## src/rtl/machine_ctrl_if.sv

```systemverilog
// Control bus between the instruction-cycle controller and the CPU datapath.
// The master side owns run enable and the decoded instruction fields; the
// slave side (machine_ctrl) owns every datapath strobe.
interface machine_ctrl_if;
    logic       ena;
    logic [2:0] opcode;
    logic       zero;
    logic       inc_pc;
    logic       load_pc;
    logic       load_acc;
    logic       rd;
    logic       wr;
    logic       ir_hi_en;
    logic       ir_lo_en;
    logic       addr_sel;
    logic       datactl_ena;
    logic       halt;

    modport master (
        output ena, opcode, zero,
        input  inc_pc, load_pc, load_acc, rd, wr, ir_hi_en, ir_lo_en,
               addr_sel, datactl_ena, halt
    );

    modport slave (
        input  ena, opcode, zero,
        output inc_pc, load_pc, load_acc, rd, wr, ir_hi_en, ir_lo_en,
               addr_sel, datactl_ena, halt
    );
endinterface

```

## src/rtl/machine_ctrl.sv

```systemverilog
// Instruction-cycle control FSM for the simple RISC CPU.
// Every instruction walks an 8-state fetch/decode/execute cycle (S0..S7).
// All strobes are registered from the next-state decode, so the strobe set
// belonging to a state is present for the whole cycle the FSM sits in it and
// inc_pc is glitch-free (the PC is clocked by its rising edge).
module machine_ctrl #(
    parameter bit HALT_RESUME = 1'b0   // 1: HALT returns to IDLE when ena drops
) (
    input  logic          clk,
    input  logic          rst_n,
    machine_ctrl_if.slave bus
);

    // State encoding (kept as plain constants for legacy tooling)
    localparam logic [3:0] ST_IDLE = 4'd0;
    localparam logic [3:0] ST_S0   = 4'd1;
    localparam logic [3:0] ST_S1   = 4'd2;
    localparam logic [3:0] ST_S2   = 4'd3;
    localparam logic [3:0] ST_S3   = 4'd4;
    localparam logic [3:0] ST_S4   = 4'd5;
    localparam logic [3:0] ST_S5   = 4'd6;
    localparam logic [3:0] ST_S6   = 4'd7;
    localparam logic [3:0] ST_S7   = 4'd8;
    localparam logic [3:0] ST_HALT = 4'd9;

    // Opcodes (IR[15:13])
    localparam logic [2:0] OP_HLT = 3'b000;
    localparam logic [2:0] OP_SKZ = 3'b001;
    localparam logic [2:0] OP_ADD = 3'b010;
    localparam logic [2:0] OP_AND = 3'b011;
    localparam logic [2:0] OP_XOR = 3'b100;
    localparam logic [2:0] OP_LDA = 3'b101;
    localparam logic [2:0] OP_STO = 3'b110;
    localparam logic [2:0] OP_JMP = 3'b111;

    logic [3:0] r_state;
    logic [3:0] w_next_state;
    logic       r_skz_flag;
    logic       w_is_alu;

    logic w_inc_pc, w_load_pc, w_load_acc, w_rd, w_wr;
    logic w_ir_hi_en, w_ir_lo_en, w_addr_sel, w_datactl_ena, w_halt;
    logic r_inc_pc, r_load_pc, r_load_acc, r_rd, r_wr;
    logic r_ir_hi_en, r_ir_lo_en, r_addr_sel, r_datactl_ena, r_halt;

    // ALU group: instructions that read an operand and load the accumulator
    always_comb begin
        w_is_alu = 1'b0;
        case (bus.opcode)
            OP_ADD, OP_AND, OP_XOR, OP_LDA: w_is_alu = 1'b1;
            default:                        w_is_alu = 1'b0;
        endcase
    end

    // Next-state logic for the instruction cycle
    always_comb begin
        w_next_state = ST_IDLE;
        case (r_state)
            ST_IDLE: begin
                if (bus.ena) w_next_state = ST_S0;
                else         w_next_state = ST_IDLE;
            end
            ST_S0: w_next_state = ST_S1;
            ST_S1: w_next_state = ST_S2;
            ST_S2: w_next_state = ST_S3;
            ST_S3: begin
                if (bus.opcode == OP_HLT) w_next_state = ST_HALT;
                else                      w_next_state = ST_S4;
            end
            ST_S4: w_next_state = ST_S5;
            ST_S5: w_next_state = ST_S6;
            ST_S6: w_next_state = ST_S7;
            ST_S7: begin
                if (bus.ena) w_next_state = ST_S0;
                else         w_next_state = ST_IDLE;
            end
            ST_HALT: begin
                if (HALT_RESUME && !bus.ena) w_next_state = ST_IDLE;
                else                         w_next_state = ST_HALT;
            end
            default: w_next_state = ST_IDLE;
        endcase
    end

    // Strobe decode for the state being entered on the next edge
    always_comb begin
        w_inc_pc      = 1'b0;
        w_load_pc     = 1'b0;
        w_load_acc    = 1'b0;
        w_rd          = 1'b0;
        w_wr          = 1'b0;
        w_ir_hi_en    = 1'b0;
        w_ir_lo_en    = 1'b0;
        w_addr_sel    = 1'b0;
        w_datactl_ena = 1'b0;
        w_halt        = 1'b0;
        case (w_next_state)
            ST_S0: begin
                w_rd       = 1'b1;
                w_ir_hi_en = 1'b1;
            end
            ST_S1: begin
                w_inc_pc   = 1'b1;
                w_rd       = 1'b1;
                w_ir_lo_en = 1'b1;
            end
            ST_S3: begin
                w_inc_pc = 1'b1;
                w_halt   = (bus.opcode == OP_HLT);
            end
            ST_S4: begin
                if (w_is_alu) begin
                    w_addr_sel = 1'b1;
                    w_rd       = 1'b1;
                end else if (bus.opcode == OP_STO) begin
                    w_addr_sel    = 1'b1;
                    w_datactl_ena = 1'b1;
                end else if (bus.opcode == OP_JMP) begin
                    // inc_pc stays low here so S5 gives a clean load edge
                    w_load_pc = 1'b1;
                end else begin
                    w_load_pc = 1'b0;
                end
            end
            ST_S5: begin
                if (w_is_alu) begin
                    w_addr_sel = 1'b1;
                    w_rd       = 1'b1;
                    w_load_acc = 1'b1;
                end else if (bus.opcode == OP_STO) begin
                    w_addr_sel    = 1'b1;
                    w_datactl_ena = 1'b1;
                    w_wr          = 1'b1;
                end else if (bus.opcode == OP_JMP) begin
                    w_load_pc = 1'b1;
                    w_inc_pc  = 1'b1;
                end else if (bus.opcode == OP_SKZ) begin
                    w_inc_pc = r_skz_flag;
                end else begin
                    w_inc_pc = 1'b0;
                end
            end
            ST_S6: begin
                if (bus.opcode == OP_STO) begin
                    w_addr_sel    = 1'b1;
                    w_datactl_ena = 1'b1;
                end else begin
                    w_addr_sel = 1'b0;
                end
            end
            ST_S7: begin
                // second half of the skip: two PC edges in total
                if (bus.opcode == OP_SKZ) w_inc_pc = r_skz_flag;
                else                      w_inc_pc = 1'b0;
            end
            ST_HALT: w_halt = 1'b1;
            default: w_halt = 1'b0;
        endcase
    end

    // State register
    always_ff @(posedge clk or negedge rst_n) begin
        if (!rst_n) r_state <= ST_IDLE;
        else        r_state <= w_next_state;
    end

    // Capture the zero flag on entry to S4 so the skip decision is frozen
    always_ff @(posedge clk or negedge rst_n) begin
        if (!rst_n)                     r_skz_flag <= 1'b0;
        else if (w_next_state == ST_S4) r_skz_flag <= bus.zero;
        else                            r_skz_flag <= r_skz_flag;
    end

    // Registered strobes
    always_ff @(posedge clk or negedge rst_n) begin
        if (!rst_n) begin
            r_inc_pc      <= 1'b0;
            r_load_pc     <= 1'b0;
            r_load_acc    <= 1'b0;
            r_rd          <= 1'b0;
            r_wr          <= 1'b0;
            r_ir_hi_en    <= 1'b0;
            r_ir_lo_en    <= 1'b0;
            r_addr_sel    <= 1'b0;
            r_datactl_ena <= 1'b0;
            r_halt        <= 1'b0;
        end else begin
            r_inc_pc      <= w_inc_pc;
            r_load_pc     <= w_load_pc;
            r_load_acc    <= w_load_acc;
            r_rd          <= w_rd;
            r_wr          <= w_wr;
            r_ir_hi_en    <= w_ir_hi_en;
            r_ir_lo_en    <= w_ir_lo_en;
            r_addr_sel    <= w_addr_sel;
            r_datactl_ena <= w_datactl_ena;
            r_halt        <= w_halt;
        end
    end

    assign bus.inc_pc      = r_inc_pc;
    assign bus.load_pc     = r_load_pc;
    assign bus.load_acc    = r_load_acc;
    assign bus.rd          = r_rd;
    assign bus.wr          = r_wr;
    assign bus.ir_hi_en    = r_ir_hi_en;
    assign bus.ir_lo_en    = r_ir_lo_en;
    assign bus.addr_sel    = r_addr_sel;
    assign bus.datactl_ena = r_datactl_ena;
    assign bus.halt        = r_halt;

endmodule

```

## src/flat_wrapper.sv

```systemverilog
// flat-port wrapper written by rule: the top's interface ports become plain ports
module machine_ctrl_flat 
#(
    parameter bit HALT_RESUME = 1'b0                                            
)
  (clk, rst_n, bus_ena, bus_opcode, bus_zero, bus_inc_pc, bus_load_pc, bus_load_acc, bus_rd, bus_wr, bus_ir_hi_en, bus_ir_lo_en, bus_addr_sel, bus_datactl_ena, bus_halt);
  machine_ctrl_if bus_i ();
  input  logic clk;
  input  logic rst_n;
  input wire logic [$bits(bus_i.ena)-1:0] bus_ena;
  input wire logic [$bits(bus_i.opcode)-1:0] bus_opcode;
  input wire logic [$bits(bus_i.zero)-1:0] bus_zero;
  output wire logic [$bits(bus_i.inc_pc)-1:0] bus_inc_pc;
  output wire logic [$bits(bus_i.load_pc)-1:0] bus_load_pc;
  output wire logic [$bits(bus_i.load_acc)-1:0] bus_load_acc;
  output wire logic [$bits(bus_i.rd)-1:0] bus_rd;
  output wire logic [$bits(bus_i.wr)-1:0] bus_wr;
  output wire logic [$bits(bus_i.ir_hi_en)-1:0] bus_ir_hi_en;
  output wire logic [$bits(bus_i.ir_lo_en)-1:0] bus_ir_lo_en;
  output wire logic [$bits(bus_i.addr_sel)-1:0] bus_addr_sel;
  output wire logic [$bits(bus_i.datactl_ena)-1:0] bus_datactl_ena;
  output wire logic [$bits(bus_i.halt)-1:0] bus_halt;
  assign bus_i.ena = bus_ena;
  assign bus_i.opcode = bus_opcode;
  assign bus_i.zero = bus_zero;
  assign bus_inc_pc = bus_i.inc_pc;
  assign bus_load_pc = bus_i.load_pc;
  assign bus_load_acc = bus_i.load_acc;
  assign bus_rd = bus_i.rd;
  assign bus_wr = bus_i.wr;
  assign bus_ir_hi_en = bus_i.ir_hi_en;
  assign bus_ir_lo_en = bus_i.ir_lo_en;
  assign bus_addr_sel = bus_i.addr_sel;
  assign bus_datactl_ena = bus_i.datactl_ena;
  assign bus_halt = bus_i.halt;
  machine_ctrl #(.HALT_RESUME(HALT_RESUME)) u_core (.clk(clk), .rst_n(rst_n), .bus(bus_i));
endmodule
```

## config.mk

```make
export PLATFORM = sky130hd
export DESIGN_NAME = machine_ctrl_flat
export DESIGN_NICKNAME = d
export VERILOG_FILES = /design/src/rtl/machine_ctrl_if.sv /design/src/rtl/machine_ctrl.sv /design/src/flat_wrapper.sv
export SDC_FILE = /design/constraint.sdc
export NUM_CORES = 1
export LEC_CHECK = 0
export CORE_ASPECT_RATIO = 1.2
export CORE_MARGIN = 5
export CORE_UTILIZATION = 40
export DETAILED_ROUTE_END_ITERATION = 7
export GPL_TIMING_DRIVEN = 0
export PLACE_DENSITY = 0.67
export SKIP_LAST_GASP = 1
export SYNTH_ARGS = -nofsm -noshare
export SYNTH_HDL_FRONTEND = slang
export SYNTH_SLANG_ARGS = --single-unit
export TNS_END_PERCENT = 1
```

## constraint.sdc

```tcl
create_clock -name clk -period 4.46 [get_ports clk]
set_clock_uncertainty 0.15 [all_clocks]
set_input_delay 1.338 -clock clk [delete_from_list [all_inputs] [get_ports clk]]
set_output_delay 1.338 -clock clk [all_outputs]
set_load 0.005 [all_outputs]
```

==> key figures, run 1 <==
Layout
  – Post-Layout Cell Count: about 100
  – Antenna diode count: 0
  – Synth-to-Final Area Change: 30.49%
  – Reg area: 375.4 um2
  – Final Cell Area: ~900 um2
  – Commonest non-fill, non-tap cells in the layout: clkdlybuf4s50_1 (16), dfrtp_1 (15), a21oi_1 (4), nand2_1 (4)
  – Layout cells sized above 1: between 10% and 20%
  – Fin util: 54.80%
  – Multi-input logic area: between 200 and 300 um2
  – Fill count: 153
  – Most common cell after layout, fill and taps aside: clkdlybuf4s50_1
  – Nets: between 90 and 100

Drt
  – Met2 wire len: approximately 630 um
  – Top sig layer: met4
  – Wl on met1: approximately 620 um
  – Drt pass-1 iters: 2
  – Number of remaining DRC errors: 0
  – Post-route ant nets: 0
  – Vias per std cell: 5.257
  – Met3 wire length: 74 um
  – Initial drt markers: 13
  – DR vias: between 500 and 600
  – Routed Wire Length: roughly 1300 um
  – DR WL/cell: 13.35 um

Global route
  – Largest net degree at the start of global routing: 16
  – First-pass GRT wire length: 2290 um
  – Vias in the first global route: 496
  – All-Layer GR Usage: 11.79%
  – Initial antenna violation count: 0
  – Total grt overflow: 0

Die
  – Initial Util: 42.00%
  – Die Wd: 47.90 um
  – Die height: around 55 um
  – Die area: 2657 um2
  – Total I/O pin count: 17
  – Row Count: 16
  – Placeable Area: 1642 um2

Worst setup path
  – Arr. time, crit path: 2.65 ns
  – Reg2reg start: u_core.r_state[3]$_DFF_PN0_
  – Worst-path cell with the longest stage delay: clkdlybuf4s50_1
  – CP Capture Type: register
  – Delay-heaviest family, CP: buffers and inverters
  – Kind of critical path: in2reg
  – CP Buf/Inv Count: 1
  – Critical path cell sequence: clkdlybuf4s50_1 > nor3_1 > nand2b_1 > mux2_4
  – CP peak stage delay: 0.52 ns
  – Startpoint Class: input port
  – WP data required: 4.49 ns
  – CP max FO: 7
  – Crit path from: bus_opcode[1]

Status
  – Run status: complete, no violations

Clocking
  – CTS max path bufs: 2
  – Worst skew pair latency: 0.28 ns
  – Num CTS Buffers: 3
  – Post_cts resized: 0
  – Clock tree from TritonCTS: done
  – Sink Count: 15
  – Post-CTS Setup Bufs: 0
  – H-tree depth: 1
  – CTS Hold Buffers Added: 0
  – Clock-pin slew on the worst setup and hold paths: 0.09 ns
  – Clock Tree Root: clkbuf_4

Pwr
  – Post-route total power: around 550 uW
  – Cell-internal power: 355.3 uW
  – Pwr dens: 614.0 nW/um2
  – Clock network power share: 14.0%
  – Switching Power: 197.1 uW
  – Gate power share: 48.8%
  – Switching part of the total power: 35.69%
  – Sequential power share: 37.2%
  – Leak Pwr: 0.4014 nW
  – Peak VDD IR: between 200 and 300 uV

Timing
  – Unrepaired setup endpoints after global routing: false
  – Hold slack: around 0.37 ns
  – Max Freq: ~0.38 GHz
  – Fin crit share: between 50% and 60%
  – Final setup fails: 0
  – Slew headroom: 56.89%
  – Slew @ Worst Pin: 0.6447 ns
  – Period minus WS final: 2.625 ns
  – Fin worst setup slack: 1.835 ns
  – Fin Setup TNS: 0 ns
  – Final Hold Fails: 0
  – Fin. max-slew vios: 0

Placement
  – Port buffer count: 16
  – DP Cell Count: between 90 and 100
  – Worst slack, placed: ~1.5 ns
  – Dpl cell area: about 870 um2
  – Hpwl dp: between 900 and 1000 um
  – RD Place Congestion: 0.7959

Yosys
  – Post-Syn Area: 689.4 um2
  – Cell taking the most area after synthesis: dfrtp_1
  – Yosys top cell area share: 54.45%
  – Ys Warns: 0
  – Avg Cell Area, Syn: 10.94 um2
  – Synth area leaders: dfrtp_1 (54%), nor3b_1 (3.3%), a21oi_1 (2.9%)
  – Post-synthesis net count: 70
  – Post-Synthesis Cells: 63
  – Sequential share of the synthesized area: between 50% and 60%
  – Yosys cell types: 29
  – Flops & latches, synth: 15

Worst hold path
  – Worst hold path startpoint: u_core.r_skz_flag$_DFFE_PN0N_
  – Worst Hold Class: reg2reg

Job
  – Max-cap check violation count: 0
## cell type report
cell class / instances / area share [%]
plain buffers: 4 / 2.921
well taps: 18 / 2.503
repair buffers: 16 / 17.80
clock buffers: 3 / 2.503
inverters: 2 / 0.8345
flip-flops and latches: 15 / 41.72
clock inverters: 1 / 0.5563
multi-input cells: 42 / 31.15
## power groups by stage
stage	Combinational (mW)	Clock (mW)	Sequential [mW]
floorplan	0.178	0	0.209
global placement	0.263	0	0.208
detailed placement	0.270	0	0.209
CTS	0.272	0.0783	0.206
global route	0.301	0.0878	0.211
finish	0.270	0.0773	0.206
## synthesized netlist by cell type
cell type,count
o21ai_0,3
dfrtp_1,15
mux2_4,1
and3_1,1
xor2_1,1
a21oi_1,4
nor3b_1,3
clkbuf_2,1
nor2b_1,1
xnor2_1,2
a211o_1,1
inv_1,2
nor3_1,3
nand4_1,1
buf_2,2
o31ai_1,2
nor4b_2,1
nand2b_1,2
nand2_1,4
and3b_1,2
nor4_1,1
or4_1,1
nand3_1,1
a22oi_1,1
a21boi_0,1
nor2_1,3
nor4b_1,1
mux2i_1,1
buf_6,1
## state kept, by name, summed over array words and instances, names as in the netlist
name	flops
u_core.bus.wr	1
u_core.bus.addr_sel	1
u_core.r_state	4
u_core.bus.ir_hi_en	1
u_core.bus.load_acc	1
u_core.bus.rd	1
u_core.bus.datactl_ena	1
u_core.bus.ir_lo_en	1
u_core.bus.halt	1
u_core.bus.load_pc	1
u_core.bus.inc_pc	1
u_core.r_skz_flag	1
## worst paths after layout
check | endpoint | slack, ns | cells past startpoint
min | u_core.r_skz_flag$_DFFE_PN0N_ | 0.37 | 1
min reg2reg | u_core.r_skz_flag$_DFFE_PN0N_ | 0.37 | 1
max reg2reg | u_core.r_skz_flag$_DFFE_PN0N_ | 2.89 | 4
max | u_core.r_skz_flag$_DFFE_PN0N_ | 1.83 | 4
max in group asynchronous | u_core.bus.rd$_DFF_PN0_ | 2.45 | 1
min in group asynchronous | u_core.r_state[2]$_DFF_PN0_ | 1.30 | 1
## worst reg2reg max path: stages (launching register included)
cell,delay [ns]
dfrtp_1,0.36
clkbuf_2,0.18
nor4b_2,0.27
nand2b_1,0.17
mux2_4,0.32
## cells by family (layout without fill, tap and decap cells)
family | count (synthesis) | in the layout | synth area share (%)
AND/OR/NAND/NOR | 25 | 25 | 22.50
flip-flops | 15 | 15 | 54.45
AO/OA/AOI/OAI | 12 | 12 | 10.71
buffers and inverters | 6 | 26 | 4.900
XOR/XNOR | 3 | 3 | 3.812
multiplexers | 2 | 2 | 3.629
## per-layer routing
layer  global-route usage [%]  up-vias
met4                    5.769        0
met2                    16.07       12
met5                        0        -
met3                    2.922        5
met1                    16.87      252
li1                         -      262
(Power assumes the default switching activity.)
==> run 2, diff against run 1 <==
--- a/config.mk
+++ b/config.mk
@@ -10,7 +10,7 @@
 export CORE_UTILIZATION = 40
 export DETAILED_ROUTE_END_ITERATION = 7
 export GPL_TIMING_DRIVEN = 0
-export PLACE_DENSITY = 0.67
+export PLACE_DENSITY = 0.7
 export SKIP_LAST_GASP = 1
 export SYNTH_ARGS = -nofsm -noshare
 export SYNTH_HDL_FRONTEND = slang
==> constraint.sdc (replaced) <==
create_clock -name clk -period 2.1 [get_ports clk]
set_clock_uncertainty 0.15 [all_clocks]
set_input_delay 0.63 -clock clk [delete_from_list [all_inputs] [get_ports clk]]
set_output_delay 0.63 -clock clk [all_outputs]
set_load 0.005 [all_outputs]
==> key figures, run 2 (synthesized netlist as in run 1, its figures left out) <==
Clocking
  – CTS max path bufs: 2 (unchanged)
  – Worst skew pair latency: 0.28 ns (about the same)
  – Sink Count: 15 (unchanged)
  – Clock tree from TritonCTS: done (unchanged)
  – Clock Tree Root: clkbuf_4 (unchanged)
  – CTS Hold Buffers Added: 0 (unchanged)
  – H-tree depth: 1 (unchanged)
  – Post-CTS Setup Bufs: 0 (unchanged)
  – Clock-pin slew on the worst setup and hold paths: 0.08 ns (was 0.09 ns)
  – Num CTS Buffers: 3 (unchanged)
  – Post_cts resized: 0 (unchanged)

Worst setup path
  – CP peak stage delay: 0.52 ns (about the same)
  – Startpoint Class: input port (unchanged)
  – Worst-path cell with the longest stage delay: clkdlybuf4s50_1 (unchanged)
  – CP Capture Type: register (unchanged)
  – Kind of critical path: in2reg (unchanged)
  – Arr. time, crit path: 1.95 ns (was 2.65 ns)
  – WP data required: 2.12 ns (was 4.49 ns)
  – CP max FO: 7 (unchanged)
  – Critical path cell sequence: clkdlybuf4s50_1 > nor3_1 > nand2b_1 > mux2_4 (unchanged)

Global route
  – First-pass GRT wire length: 2339 um (was 2290 um)
  – Total grt overflow: 0 (unchanged)
  – Met3 usage: 1.948% (was 2.922%)
  – All-Layer GR Usage: 12.36% (was 11.79%)
  – GR peak layer: met1 (unchanged)
  – Vias in the first global route: 471 (was 496)
  – Met2 usage: 15.88% (was 16.07%)
  – Largest net degree at the start of global routing: 16 (unchanged)
  – Initial antenna violation count: 0 (unchanged)
  – GR Layer Usage met1: 17.71% (was 16.87%)

Layout
  – Synth-to-Final Area Change: 30.31% (was 30.49%)
  – Largest register FFs: 4 (unchanged)
  – Final Cell Area: 898.4 um2 (was 899.6 um2)
  – Most common cell after layout, fill and taps aside: clkdlybuf4s50_1 (unchanged)
  – Layout cells sized above 1: 10.84% (was 12.05%)
  – Post-Layout Cell Count: 101 (unchanged)
  – Commonest non-fill, non-tap cells in the layout: clkdlybuf4s50_1 (16), dfrtp_1 (15), a21oi_1 (4), nand2_1 (4) (unchanged)
  – Reg with most FFs: u_core.r_state (unchanged)
  – Nets: 91 (unchanged)
  – Antenna diode count: 0 (unchanged)

Pwr
  – Clock network power share: 13.7% (was 14.0%)
  – Switching part of the total power: 35.91% (was 35.69%)
  – Leak Pwr: 0.3987 nW (was 0.4014 nW)
  – Gate power share: 48.7% (was 48.8%)
  – Switching Power: 424.7 uW (was 197.1 uW)
  – Peak VDD IR: 469.3 uV (was 294.7 uV)
  – Sequential power share: 37.6% (was 37.2%)
  – Cell-internal power: 757.9 uW (was 355.3 uW)
  – Pwr dens: 1316 nW/um2 (was 614.0 nW/um2)

Timing
  – Fin Setup TNS: 0 ns (unchanged)
  – Fin crit share: 91.67%
  – Unrepaired setup endpoints after global routing: false (unchanged)
  – Final setup fails: 0 (unchanged)
  – Period minus WS final: 1.925 ns
  – Slew headroom: 55.47% (was 56.89%)
  – Final Hold Fails: 0 (unchanged)
  – Max Freq: between 0.5 and 0.6 GHz
  – Slew @ Worst Pin: 0.6659 ns (was 0.6447 ns)
  – Fin. max-slew vios: 0 (unchanged)

Die
  – Total I/O pin count: 17 (unchanged)
  – Row Count: 16 (unchanged)
  – Placeable Area: 1642 um2 (unchanged)
  – Die height: 55.48 um (unchanged)
  – Initial Util: 42.00% (unchanged)
  – Die area: 2657 um2 (unchanged)
  – Die Wd: 47.90 um (unchanged)

Drt
  – Post-route ant nets: 0 (unchanged)
  – Number of remaining DRC errors: 0 (unchanged)
  – DR WL/cell: 13.82 um (was 13.35 um)
  – Vias per std cell: 5.455 (was 5.257)
  – Initial drt markers: 9 (was 13)
  – Routed Wire Length: 1396 um (was 1348 um)
  – DR vias: 551 (was 531)
  – Drt pass-1 iters: 4 (was 2)

Placement
  – Dpl cell area: 872.1 um2 (unchanged)
  – DP Cell Count: 97 (unchanged)
  – Port buffer count: 16 (unchanged)
  – RD Place Congestion: 0.7903 (was 0.7959)

Worst hold path
  – Worst Hold Class: reg2reg (unchanged)

Job
  – Max-cap check violation count: 0 (unchanged)

Status
  – Run status: complete, no violations (unchanged)
## run 2: cell type report
class / count / area, um2
repair buffers: 16 / 160.2
flip-flops and latches: 15 / 375.4
multi-input cells: 42 / 280.3
plain buffers: 4 / 26.28
fillers: 151 / 743.2
well taps: 18 / 22.52
inverters: 2 / 7.507
clock buffers: 4 / 26.28
## run 2: per-stage QoR
| step | hold WS, ns | power (mW) | setup WS, ns | util [%] |
|---|---|---|---|---|
| floorplan | 0.1844 | 0.8227 | 0.5109 | - |
| global placement | 0.3703 | 1.008 | -0.08971 | 53.13 |
| detailed placement | 0.3551 | 1.026 | -0.1106 | 53.13 |
| CTS | 0.3842 | 1.190 | 0.1840 | 54.73 |
| global route | 0.4035 | 1.282 | 0.1227 | 54.73 |
| finish | 0.3807 | 1.183 | 0.1750 | 54.73 |
## run 2: path summary, 6_finish.rpt
kind,start,endpoint,slack [ns],cells past startpoint
setup / recovery,bus_opcode[1],u_core.r_skz_flag$_DFFE_PN0N_,0.18,4
hold / removal,u_core.r_skz_flag$_DFFE_PN0N_,u_core.r_skz_flag$_DFFE_PN0N_,0.38,1
setup reg to reg,u_core.r_state[0]$_DFF_PN0_,u_core.r_skz_flag$_DFFE_PN0N_,0.50,4
hold reg to reg,u_core.r_skz_flag$_DFFE_PN0N_,u_core.r_skz_flag$_DFFE_PN0N_,0.38,1
max in group asynchronous,rst_n,u_core.bus.rd$_DFF_PN0_,0.78,1
min in group asynchronous,rst_n,u_core.bus.datactl_ena$_DFF_PN0_,0.60,1
## run 2: layer usage
| layer | up-vias | share of wire (%) | wire length [um] |
|---|---|---|---|
| met1 | 260 | 45 | 628 |
| li1 | 266 | - | - |
| met5 | - | 0 | 0 |
| met3 | 4 | 6.2 | 86 |
| met2 | 21 | 45 | 633 |
| met4 | 0 | 3.4 | 48 |
## run 2: worst max-delay path, delay by kind of cell
family                 cells  cell delay [ns]
buffers and inverters      1             0.52
muxes                      1             0.31
and+or+nand+nor            2             0.49
## run 2: power by group through the flow
stage / Clock [mW] / Combinational [mW] / Sequential, mW
2_1_floorplan: 0 / 0.378 / 0.445
3_3_place_gp: 0 / 0.561 / 0.447
3_5_place_dp: 0 / 0.575 / 0.451
4_1_cts: 0.167 / 0.578 / 0.445
5_1_grt: 0.185 / 0.641 / 0.456
6_report: 0.162 / 0.576 / 0.444
==> run 3, diff against run 2 <==
--- a/config.mk
+++ b/config.mk
@@ -6,7 +6,7 @@
 export NUM_CORES = 1
 export LEC_CHECK = 0
 export CORE_ASPECT_RATIO = 1.2
-export CORE_MARGIN = 5
+export CORE_MARGIN = 10
 export CORE_UTILIZATION = 40
 export DETAILED_ROUTE_END_ITERATION = 7
 export GPL_TIMING_DRIVEN = 0
==> key figures, run 3 (synthesized netlist as in run 1, its figures left out) <==
Worst setup path
  – Worst-path cell with the longest stage delay: clkdlybuf4s50_1 (unchanged)
  – CP Capture Type: register (unchanged)
  – Arr. time, crit path: 1.94 ns (was 1.95 ns)
  – Critical path cell sequence: clkdlybuf4s50_1 > nor3_1 > nand2b_1 > mux2_4 (unchanged)
  – CP max FO: 7 (unchanged)
  – Kind of critical path: in2reg (unchanged)
  – Worst path depth: 4 (unchanged)
  – Worst Reg2Reg Path Length in Cells: 4 (unchanged)
  – Delay-heaviest family, CP: buffers and inverters (unchanged)
  – Startpoint Class: input port (unchanged)
  – WP data required: 2.11 ns (was 2.12 ns)
  – CP Buf/Inv Count: 1 (unchanged)
  – CP peak stage delay: 0.51 ns (was 0.52 ns)

Timing
  – Period minus WS final: 1.921 ns (was 1.925 ns)
  – Final setup fails: 0 (unchanged)
  – Final Hold Fails: 0 (unchanged)
  – Fin crit share: 91.47% (was 91.67%)
  – Slew @ Worst Pin: 0.6489 ns (was 0.6659 ns)
  – Unrepaired setup endpoints after global routing: false (unchanged)
  – Slew headroom: 56.61% (was 55.47%)
  – Max Freq: 0.5206 GHz (was 0.5195 GHz)
  – Fin. max-slew vios: 0 (unchanged)

Drt
  – Wl on met1: 624 um (was 628 um)
  – Initial drt markers: 12 (was 9)
  – Post-route ant nets: 0 (unchanged)
  – Vias per std cell: 5.327 (was 5.455)
  – DR WL/cell: 14.21 um (was 13.82 um)
  – Drt pass-1 iters: 4 (unchanged)
  – Routed Wire Length: 1435 um (was 1396 um)
  – Top sig layer: met4 (unchanged)
  – Met2 wire len: 677 um (was 633 um)
  – DR vias: 538 (was 551)
  – Number of remaining DRC errors: 0 (unchanged)
  – Met3 wire length: 104 um (was 86 um)

Clocking
  – Sink Count: 15 (unchanged)
  – Worst skew pair latency: 0.27 ns (was 0.28 ns)
  – Clock tree from TritonCTS: done (unchanged)
  – Num CTS Buffers: 3 (unchanged)
  – CTS max path bufs: 2 (unchanged)
  – H-tree depth: 1 (unchanged)
  – Clock Tree Root: clkbuf_4 (unchanged)
  – Post_cts resized: 0 (unchanged)
  – Post-CTS Setup Bufs: 0 (unchanged)
  – CTS Hold Buffers Added: 0 (unchanged)
  – Clock-pin slew on the worst setup and hold paths: 0.08 ns (about the same)

Layout
  – Reg with most FFs: u_core.r_state (unchanged)
  – Most common cell after layout, fill and taps aside: clkdlybuf4s50_1 (unchanged)
  – Post-Layout Cell Count: 101 (unchanged)
  – Synth-to-Final Area Change: 30.31% (unchanged)
  – Largest register FFs: 4 (unchanged)
  – Nets: 91 (unchanged)
  – Layout cells sized above 1: 10.84% (unchanged)
  – Commonest non-fill, non-tap cells in the layout: clkdlybuf4s50_1 (16), dfrtp_1 (15), a21oi_1 (4), nand2_1 (4) (unchanged)
  – Antenna diode count: 0 (unchanged)

Placement
  – RD Place Congestion: 0.7498 (was 0.7903)
  – Port buffer count: 16 (unchanged)
  – Hpwl dp: 1075 um
  – DP Cell Count: 97 (unchanged)

Die
  – Die area: 3791 um2 (was 2657 um2)
  – Row Count: 16 (unchanged)
  – Placeable Area: 1642 um2 (unchanged)
  – Total I/O pin count: 17 (unchanged)
  – Initial Util: 42.00% (unchanged)
  – Die height: 65.48 um (was 55.48 um)
  – Die Wd: 57.90 um (was 47.90 um)

Worst hold path
  – Worst Hold Class: reg2reg (unchanged)
  – Worst hold path stage count: 1 (unchanged)

Pwr
  – Leak Pwr: 0.3987 nW (unchanged)
  – Post-route total power: 1.181 mW (was 1.183 mW)
  – Pwr dens: 1314 nW/um2 (was 1316 nW/um2)
  – Peak VDD IR: 626.3 uV (was 469.3 uV)

Global route
  – First-pass GRT wire length: 2332 um (was 2339 um)
  – Initial antenna violation count: 0 (unchanged)
  – Largest net degree at the start of global routing: 16 (unchanged)
  – Vias in the first global route: 550 (was 471)
  – Total grt overflow: 0 (unchanged)
  – All-Layer GR Usage: 7.635% (was 12.36%)

Job
  – Max-cap check violation count: 0 (unchanged)

Status
  – Run status: complete, no violations (unchanged)
==> run 3: cell type report <==
cell class,instances,area (um2)
buffer,4,26.28
clock buffer,4,26.28
fill,155,743.2
inverter,2,7.507
multi-input combinational,42,280.3
sequential,15,375.4
tap,18,22.52
timing repair buffer,16,160.2
==> run 3: worst register-to-register path, delay by kind of cell, from the launching register on <==
kind,cells,cell delay (ns)
AND/OR/NAND/NOR,2,0.48
flip-flops,1,0.38
buffers and inverters,1,0.14
multiplexers,1,0.32
==> run 3: metal layers <==
layer,vias to the layer above,track usage (%)
li1,264,-
met1,259,8.287
met2,13,11.69
met3,2,2.692
met4,0,6.176
met5,-,0
==> run 3: metrics by stage <==
stage | instance area (um2) | worst slack [ns] | hold WS [ns] | setup TNS [ns] | utilization, %
after global placement | 872.1 | -0.09079 | 0.3723 | -0.09079 | 53.13
final | 898.4 | 0.1791 | 0.3862 | 0 | 54.73
after detailed placement | 872.1 | -0.1079 | 0.3583 | -0.1079 | 53.13
after CTS | 898.4 | 0.1916 | 0.3910 | 0 | 54.73
after global routing | 898.4 | 0.1264 | 0.4141 | 0 | 54.73
after floorplan | 689.4 | 0.5109 | 0.1844 | 0 | -
==> run 3: worst paths after layout <==
kind | start | end | slack [ns]
setup / recovery | bus_opcode[1] | u_core.r_skz_flag$_DFFE_PN0N_ | 0.18
hold / removal | u_core.r_skz_flag$_DFFE_PN0N_ | u_core.r_skz_flag$_DFFE_PN0N_ | 0.39
setup reg to reg | u_core.r_state[0]$_DFF_PN0_ | u_core.r_skz_flag$_DFFE_PN0N_ | 0.52
hold reg to reg | u_core.r_skz_flag$_DFFE_PN0N_ | u_core.r_skz_flag$_DFFE_PN0N_ | 0.39
max in group asynchronous | rst_n | u_core.r_skz_flag$_DFFE_PN0N_ | 0.79
min in group asynchronous | rst_n | u_core.bus.rd$_DFF_PN0_ | 0.60
==> run 3: power by group <==
part	total (mW)	switching, mW	internal (mW)
sequential	0.446	0.0559	0.390
combinational	0.577	0.283	0.294
clock	0.158	0.0842	0.0736
